<file path="config.mk">
export PLATFORM = sky130hd
export DESIGN_NAME = alu_dr_nbits
export DESIGN_NICKNAME = d
export VERILOG_FILES = /design/src/rtl/alu_dr_pkg.sv /design/src/rtl/alu_dr_nbits_decode.sv /design/src/rtl/alu_dr_nbits.sv
export SDC_FILE = /design/constraint.sdc
export NUM_CORES = 1
export LEC_CHECK = 0
export ABC_AREA = 1
export CAP_MARGIN = 20
export CORE_MARGIN = 10
export CORE_UTILIZATION = 52
export CTS_CLUSTER_SIZE = 25
export DETAILED_ROUTE_END_ITERATION = 10
export PLACE_DENSITY = 0.84
export SYNTH_ARGS = -nofsm -noshare
export SYNTH_HDL_FRONTEND = slang
export SYNTH_SLANG_ARGS = --single-unit
</file>
<file path="constraint.sdc">
create_clock -name clk -period 1.8 [get_ports clk]
set_input_delay 0.18 -clock clk [delete_from_list [all_inputs] [get_ports clk]]
set_output_delay 0.18 -clock clk [all_outputs]
set_load 0.1 [all_outputs]
</file>
<file path="src/rtl/alu_dr_pkg.sv">
// Shared definitions for the dual-rail ALU stage: rail codes, opcodes, FSM states
// and the single-bit dual-rail encoder.
package alu_dr_pkg;

  localparam logic [1:0] DR_NULL = 2'b00;
  localparam logic [1:0] DR_0    = 2'b01;
  localparam logic [1:0] DR_1    = 2'b10;
  localparam logic [1:0] DR_ILL  = 2'b11;

  typedef enum logic [1:0] {
    OP_ADD = 2'd0,
    OP_SUB = 2'd1,
    OP_AND = 2'd2,
    OP_XOR = 2'd3
  } op_t;

  typedef enum logic [1:0] {
    S_WAIT = 2'd0,
    S_EXEC = 2'd1,
    S_DATA = 2'd2,
    S_RTZ  = 2'd3
  } state_t;

  function automatic logic [1:0] dr_enc(input logic bit_v);
    return bit_v ? DR_1 : DR_0;
  endfunction

endpackage

</file>
<file path="src/rtl/alu_dr_nbits_decode.sv">
// Dual-rail to binary decoder: W rail pairs become a W-bit value plus wavefront
// status (complete, all-NULL, any illegal pair).
module dr_decode
  import alu_dr_pkg::*;
#(
  parameter int W = 4
) (
  input  logic [2*W-1:0] rails,
  output logic [W-1:0]   value,
  output logic           complete,
  output logic           all_null,
  output logic           illegal
);

  always_comb begin
    value    = '0;
    complete = 1'b1;
    all_null = 1'b1;
    illegal  = 1'b0;
    for (int i = 0; i < W; i++) begin
      value[i] = rails[2*i+1];
      if (rails[2*i +: 2] == DR_ILL) illegal = 1'b1;
      if ((rails[2*i +: 2] != DR_0) && (rails[2*i +: 2] != DR_1)) complete = 1'b0;
      if (rails[2*i +: 2] != DR_NULL) all_null = 1'b0;
    end
  end

endmodule

</file>
<file path="src/rtl/alu_dr_nbits.sv">
// N-bit dual-rail ALU stage with a 4-phase ko/ki handshake. Outputs are registered
// from the FSM state, so they follow a state change by one clock.
module alu_dr_nbits
  import alu_dr_pkg::*;
#(
  parameter int N = 4
) (
  input  logic           clk,
  input  logic           rst,
  input  logic [2*N-1:0] a,
  input  logic [2*N-1:0] b,
  input  logic [3:0]     opr,
  input  logic           ki,
  output logic [2*N-1:0] soma,
  output logic [1:0]     of,
  output logic [1:0]     neg,
  output logic [1:0]     zero,
  output logic           ko,
  output logic           err
);

  logic [N-1:0] a_val, b_val;
  logic [1:0]   o_val;
  logic         a_cmp, b_cmp, o_cmp;
  logic         a_nul, b_nul, o_nul;
  logic         a_ill, b_ill, o_ill;

  dr_decode #(.W(N)) u_dec_a (
    .rails(a), .value(a_val), .complete(a_cmp), .all_null(a_nul), .illegal(a_ill)
  );

  dr_decode #(.W(N)) u_dec_b (
    .rails(b), .value(b_val), .complete(b_cmp), .all_null(b_nul), .illegal(b_ill)
  );

  dr_decode #(.W(2)) u_dec_op (
    .rails(opr), .value(o_val), .complete(o_cmp), .all_null(o_nul), .illegal(o_ill)
  );

  logic in_complete, in_null, in_illegal;
  assign in_complete = a_cmp & b_cmp & o_cmp;
  assign in_null     = a_nul & b_nul & o_nul;
  assign in_illegal  = a_ill | b_ill | o_ill;

  state_t       state;
  logic         blocked;
  logic [N-1:0] a_q, b_q;
  op_t          op_q;
  logic [N-1:0] res_q;
  logic         ovf_q;

  logic [N-1:0]   alu_res;
  logic           alu_ovf;
  logic [2*N-1:0] res_dr;

  // Overflow only has meaning for add/sub; logic ops report DATA0.
  always_comb begin
    alu_res = '0;
    alu_ovf = 1'b0;
    unique case (op_q)
      OP_ADD: begin
        alu_res = a_q + b_q;
        alu_ovf = (a_q[N-1] == b_q[N-1]) && (alu_res[N-1] != a_q[N-1]);
      end
      OP_SUB: begin
        alu_res = a_q - b_q;
        alu_ovf = (a_q[N-1] != b_q[N-1]) && (alu_res[N-1] != a_q[N-1]);
      end
      OP_AND: alu_res = a_q & b_q;
      default: alu_res = a_q ^ b_q;
    endcase
  end

  always_comb begin
    res_dr = '0;
    for (int i = 0; i < N; i++) res_dr[2*i +: 2] = dr_enc(res_q[i]);
  end

  // blocked holds off capture after an illegal pair until an all-NULL wavefront arrives.
  always_ff @(posedge clk or posedge rst) begin
    if (rst) begin
      state   <= S_WAIT;
      ko      <= 1'b0;
      err     <= 1'b0;
      blocked <= 1'b0;
      a_q     <= '0;
      b_q     <= '0;
      op_q    <= OP_ADD;
      res_q   <= '0;
      ovf_q   <= 1'b0;
      soma    <= '0;
      of      <= DR_NULL;
      neg     <= DR_NULL;
      zero    <= DR_NULL;
    end else begin
      if (ko && in_null) ko <= 1'b0;

      if (state == S_DATA) begin
        soma <= res_dr;
        of   <= dr_enc(ovf_q);
        neg  <= dr_enc(res_q[N-1]);
        zero <= dr_enc(res_q == '0);
      end else begin
        soma <= '0;
        of   <= DR_NULL;
        neg  <= DR_NULL;
        zero <= DR_NULL;
      end

      unique case (state)
        S_WAIT: begin
          if (blocked) begin
            if (in_null) blocked <= 1'b0;
          end else if (in_illegal) begin
            err     <= 1'b1;
            blocked <= 1'b1;
          end else if (in_complete) begin
            a_q   <= a_val;
            b_q   <= b_val;
            op_q  <= op_t'(o_val);
            ko    <= 1'b1;
            state <= S_EXEC;
          end
        end
        S_EXEC: begin
          res_q <= alu_res;
          ovf_q <= alu_ovf;
          state <= S_DATA;
        end
        S_DATA: begin
          if (ki) state <= S_RTZ;
        end
        default: begin
          if (!ko && !ki) state <= S_WAIT;
        end
      endcase
    end
  end

endmodule

</file>
# Word level (Yosys, flattened, before mapping)
# Index checks and enable logic that the tools add are counted.
[word_totals]
regBits = 34
in_bits = 23
out_inout_bits = 16
[op_classes]
addsub = 2
eq_ne = 42
mux = 56
bitwise = 10
n_reduce_logical = 33
[op_table]
columns = ["cell", "count"]
rows = [
  ["1-bit 2-to-1 mux", 38],
  ["2-bit 2-to-1 mux", 14],
  ["2-bit inequality test, second input constant", 14],
  ["2-bit == test, second input constant", 12],
  ["2-bit by 1-bit inequality test with 1-bit output, second input constant", 10],
  ["2-bit nonzero test", 10],
  ["1-bit logical AND", 14],
  ["4-bit one-hot mux with 3 select lines", 1],
  ["8-bit 2-to-1 mux", 1],
  ["2-bit one-hot mux with 3 select lines", 1],
  ["5-bit AND reduction", 1],
  ["4-bit adder", 1],
  ["1-bit AND", 4],
  ["4-bit AND", 1],
  ["2-bit by 1-bit == test with 1-bit output, second input constant", 2],
  ["2-bit zero test", 2],
  ["4-bit zero test", 1],
  ["4-bit AND reduction", 1],
  ["4-bit nonzero test", 1],
  ["4-bit subtractor", 1],
  ["4-bit XOR", 1],
  ["1-bit inequality test", 3],
  ["3-bit AND reduction", 1],
  ["1-bit zero test", 2],
  ["other kinds (4)", 6],
]

# Depth between registers and ports, before layout
[logic_depth]
ltp_word = 13
ltp_mapped = 12

# Cells and area by module
# From an unflattened synthesis, not the netlist that was laid out.
[unflattened]
hier_cells = 276
hier_area_um2 = 2217.1
[modules_own_cells]
columns = ["module", "n_inst", "cells_each", "area_per_inst_um2", "seq_area_each_um2"]
rows = [
  ["alu_dr_nbits", 1, 201, 1722.9, 800.8],
  ["dr_decode (u_dec_a ...)", 2, 29, 193.9, 0.0],
  ["dr_decode (u_dec_op)", 1, 17, 106.4, 0.0],
]

# Worst setup path before layout
# OpenSTA, ideal clock, no wires.
[synth_timing]
path_type = "reg-to-reg"
startpoint = "register a_q[0]"
endpoint = "register res_q[2]"
arrival_ns = 1.440
t_required_ns = 1.683
slack_ns = 0.244
stages_incl_launch_ff = 10
n_path_buf = 0
synth_period_minus_slack_ns = 1.556
cell_sequence = "dfrtp_1 > inv_1 > ha_1 > inv_1 > fa_1 > or2_0 > nand3_1 > o2111ai_1 > nand2_1 > nand2_1"
[synth_via]
elab_chain_len = 2
word_cells_on_any_way = 3
classes_between = "add/sub (2); mux (1)"
[synth_rtl]
columns = ["element", "line", "text"]
rows = [
  ["from (decl)", "alu_dr_nbits.sv:47", "logic [N-1:0] a_q, b_q;"],
  ["from (signal assigned)", "alu_dr_nbits.sv:118", "a_q <= a_val;"],
  ["4-bit subtractor or 4-bit adder (tied branches)", "alu_dr_nbits.sv:66, alu_dr_nbits.sv:62", ""],
  ["4-bit one-hot mux with 3 select lines (*)", "alu_dr_nbits.sv:60", "unique case (op_q)"],
  ["to (signal assigned)", "alu_dr_nbits.sv:126", "res_q <= alu_res;"],
  ["to (decl)", "alu_dr_nbits.sv:49", "logic [N-1:0] res_q;"],
]
# Every way passes the cells marked *; elsewhere a longest branch is shown, timed or not.
# A chain may end at the register's enable or synchronous reset.

# Worst setup path after layout
# Same ends and word-level chain as after synthesis.

==> impl_metrics.csv <==
group,metric,value,unit
floorplan,die_h,83.83,um
power_and_ir_drop,internal-power,1.214,mW
clocking,cts_root_buf,"clkbuf_8",
global_route,antenna_found_initial,0,
yosys,yosys_most_used_dff,"dfrtp_1",
yosys,synth_most_common_cell,"nand2_1",
global_route,grt_max_degree,33,
worst_setup_path,cp-end-kind,"flip-flop",
clocking,path_clk_slew,0.07,ns
yosys,yosysSeqAreaShare,37.80,%
sta,hold_viol_final,0,
floorplan,start_util,53.34,%
worst_setup_path,crit_type,"flip-flop to flip-flop",
layout,nets,366,
yosys,synth_compound_area_share,7.442,%
worst_setup_path,cpPeakStageDelay,0.40,ns
sta,tightest_slew,0.3964,ns
route,wl_per_cell,12.22,um
sta,clock-skew-final,0.007744,ns
sta,fin_crit,1.685,ns
clocking,cts_tree,"done",
run,maxCapViolCount,0,
layout,area_growth,28.00,%
yosys,synth_edf_count,0,
floorplan,die_area,7027,um2
yosys,netlist_instances,258,
worst_setup_path,worstSetupStartpointType,"flip-flop",
yosys,synth_area_leader_cell,"dfrtp_1",
status,status,"completed",
clocking,clock_sinks,32,
floorplan,io_pins,39,
sta,rsz0062_at_grt,"no",
power_and_ir_drop,fin_total_pwr,1.558,mW
yosys,yosysWarnings,0,
placed_design,gp_congestion,0.8826,
sta,whs,0.2754,ns
route,routed_wl,4424,um
yosys,avgSynthCellArea,8.210,um2
yosys,synth_nets,313,
yosys,synthAdderAreaFrac,19.61,%
route,drt-vias-per-instance,4.845,
clocking,insertion_delay,0.28,ns
worst_setup_path,cp.depth,9,
sta,slew_headroom,73.57,%
clocking,htreeDepth,2,
worst_setup_path,critPathBufInv,2,
worst_setup_path,reg2reg_depth,9,
yosys,synth_xor_area_share,0,%
worst_setup_path,crit_path_max_fanout,3,
worst_setup_path,worstPathArrival,1.86,ns
sta,finalCritPeriodShare,93.59,%
clocking,cts_max_path_buffers,2,
worst_setup_path,crit_slowest_cell,"dfrtp_1",
route,drt_iter0_drc,97,
power_and_ir_drop,switching_power,0.3441,mW
sta,tns,0,ns
yosys,synthTopCellsByArea,"dfrtp_1, ha_1, nand2_1",
route,postRouteAntennaNets,0,
sta,setup_violations,0,
sta,layout_setup_ws,0.1154,ns
global_route,grt_overflow,0,
layout,instances_no_fill,362,
floorplan,num_rows,23,
power_and_ir_drop,leakage,1.547,nW
power_and_ir_drop,netSwitchingFraction,22.08,%
power_and_ir_drop,power_density,574.7,nW/um2
power_and_ir_drop,power_frac_comb,9.9,%
placed_design,dpl.hpwl,3463,um
sta,drv_slew,0,
yosys,ys_seq_elements,32,
clocking,cts_buffers,5,
placed_design,preCtsSetupSlack,-0.06525,ns
yosys,yosys.area_share.simple,24.04,%
yosys,netlist_area,2118,um2
global_route,grt_pass1_vias,1835,
power_and_ir_drop,p_clk_share,43.5,%
worst_setup_path,worstPathRequired,1.97,ns
global_route,grt_pass1_wl,7769,um
yosys,synth_top_family_by_area,"simple AND/OR/NAND/NOR gates",
power_and_ir_drop,p_seq_share,46.6,%
yosys,synthMuxAreaShare,0,%
worst_hold_path,hold_path_class,"input port to async pin",
layout,diodes,0,
layout,n_fill_cell,292,
placed_design,dpl.cell_count,353,
worst_setup_path,cpMostUsedCell,"nand2_1",
yosys,synth_top_area_share,37.80,%
floorplan,placeableCoreArea,3971,um2
sta,fmax,593.6,MHz
worst_setup_path,crit_family,"adder cells",
route,firstDrtPassIters,4,
yosys,synth_common_cells,"nand2_1, inv_1, dfrtp_1",
floorplan,fp.dieW,83.83,um
global_route,track_usage,12.92,%
layout,drive_above_1_share,22.76,%
route,vias,1754,
yosys,synth-async-reset-ratio,100.0,%
worst_setup_path,path_cells,"inv_1 > ha_1 > inv_2 > fa_2 > or2_0 > nand3_1 > o2111ai_2 > nand2_1 > nand2_1",
route,drc,0,
yosys,synth.distinct_cells,27,
placed_design,portBuffers,38,
power_and_ir_drop,vdd_drop_max,0.0004260,V
[state kept, by name, summed over array words and instances, names as in the netlist]
register and count:
err 1, a_q 4, b_q 4, zero 2, neg 2, blocked 1, op_q 2, ovf_q 1
res_q 4, ko 1, of 2, soma 6, state 2
[layout by cell type (no fill, tap or decap), types with 2 or more instances in the layout]
cell type        synthesis  final
clkbuf_8                 0      5
nand2_2                 10     10
inv_1                   45     44
inv_2                    5      6
o21ai_1                  3      3
nor2_1                  25     25
nor2_2                   3      3
nor3_1                   2      2
dfrtp_1                 32     32
o21ai_0                  3      3
buf_4                    2     29
a21oi_1                  3      3
nand4_1                  3      3
o21ai_2                 10     10
nand3_1                 11     11
nand2_1                 57     57
ha_1                    30     30
clkdlybuf4s50_1          0     22
[worst reg2reg max path: stages (launching register included)]
cell and delay [ns]:
dfrtp_1 0.40, inv_1 0.07, ha_1 0.15, inv_2 0.05
fa_2 0.36, or2_0 0.20, nand3_1 0.08, o2111ai_2 0.12
nand2_1 0.10, nand2_1 0.05
[cell type report]
type	instances	area, um2	share of cell area, %
timing repair buffer	52	457.9	16.89
clock buffer	5	68.82	2.538
inverter	50	187.7	6.922
clock inverter	3	42.54	1.569
tap	50	62.56	2.307
sequential	32	800.8	29.53
multi-input combinational	170	1091	40.24
[layer usage]
layer | share of wire, % | global-route usage, %
met5 | 0 | 0
met4 | 1.4 | 5.479
met3 | 6.5 | 3.906
met2 | 52 | 23.62
met1 | 40 | 13.18
[stage by stage]
step           util [%]  cell area, um2
2_1_floorplan         -            2118
3_3_place_gp      65.06            2584
3_5_place_dp      65.06            2584
4_1_cts           67.86            2695
5_1_grt           68.27            2711
6_report          68.27            2711
[cell families after synthesis]
group                    after synthesis
AND/OR/NAND/NOR                      116
adder cells (fa/ha/maj)               32
flip-flops                            32
AO/OA/AOI/OAI                         22
buffers and inverters                 56
[repair_timing]
action | in CTS | in global routing
buffers inserted | 0 | 1
hold buffers | 0 | 0
hold endpoints to repair | 0 | 0
gates resized for setup | 0 | 3
endpoints found under the setup margin | 0 | 1
[final timing paths]
kind                        start  slack [ns]  endpoint
max                        a_q[0]        0.12  res_q[2]
min                           rst        0.28   soma[1]
max reg2reg                a_q[0]        0.12  res_q[2]
min reg2reg                   err        0.48       err
max in group asynchronous     rst        1.23    a_q[1]
min in group clk              err        0.48       err
[power groups by stage]
stage,Sequential (mW),Clock [mW],Combinational (mW)
after floorplan,0.738,0,0.0648
after global placement,0.739,0,0.150
after detailed placement,0.739,0,0.155
after CTS,0.725,0.691,0.157
after global routing,0.725,0.714,0.177
final,0.725,0.678,0.155
No activity file was read; power rests on OpenSTA's default activity.
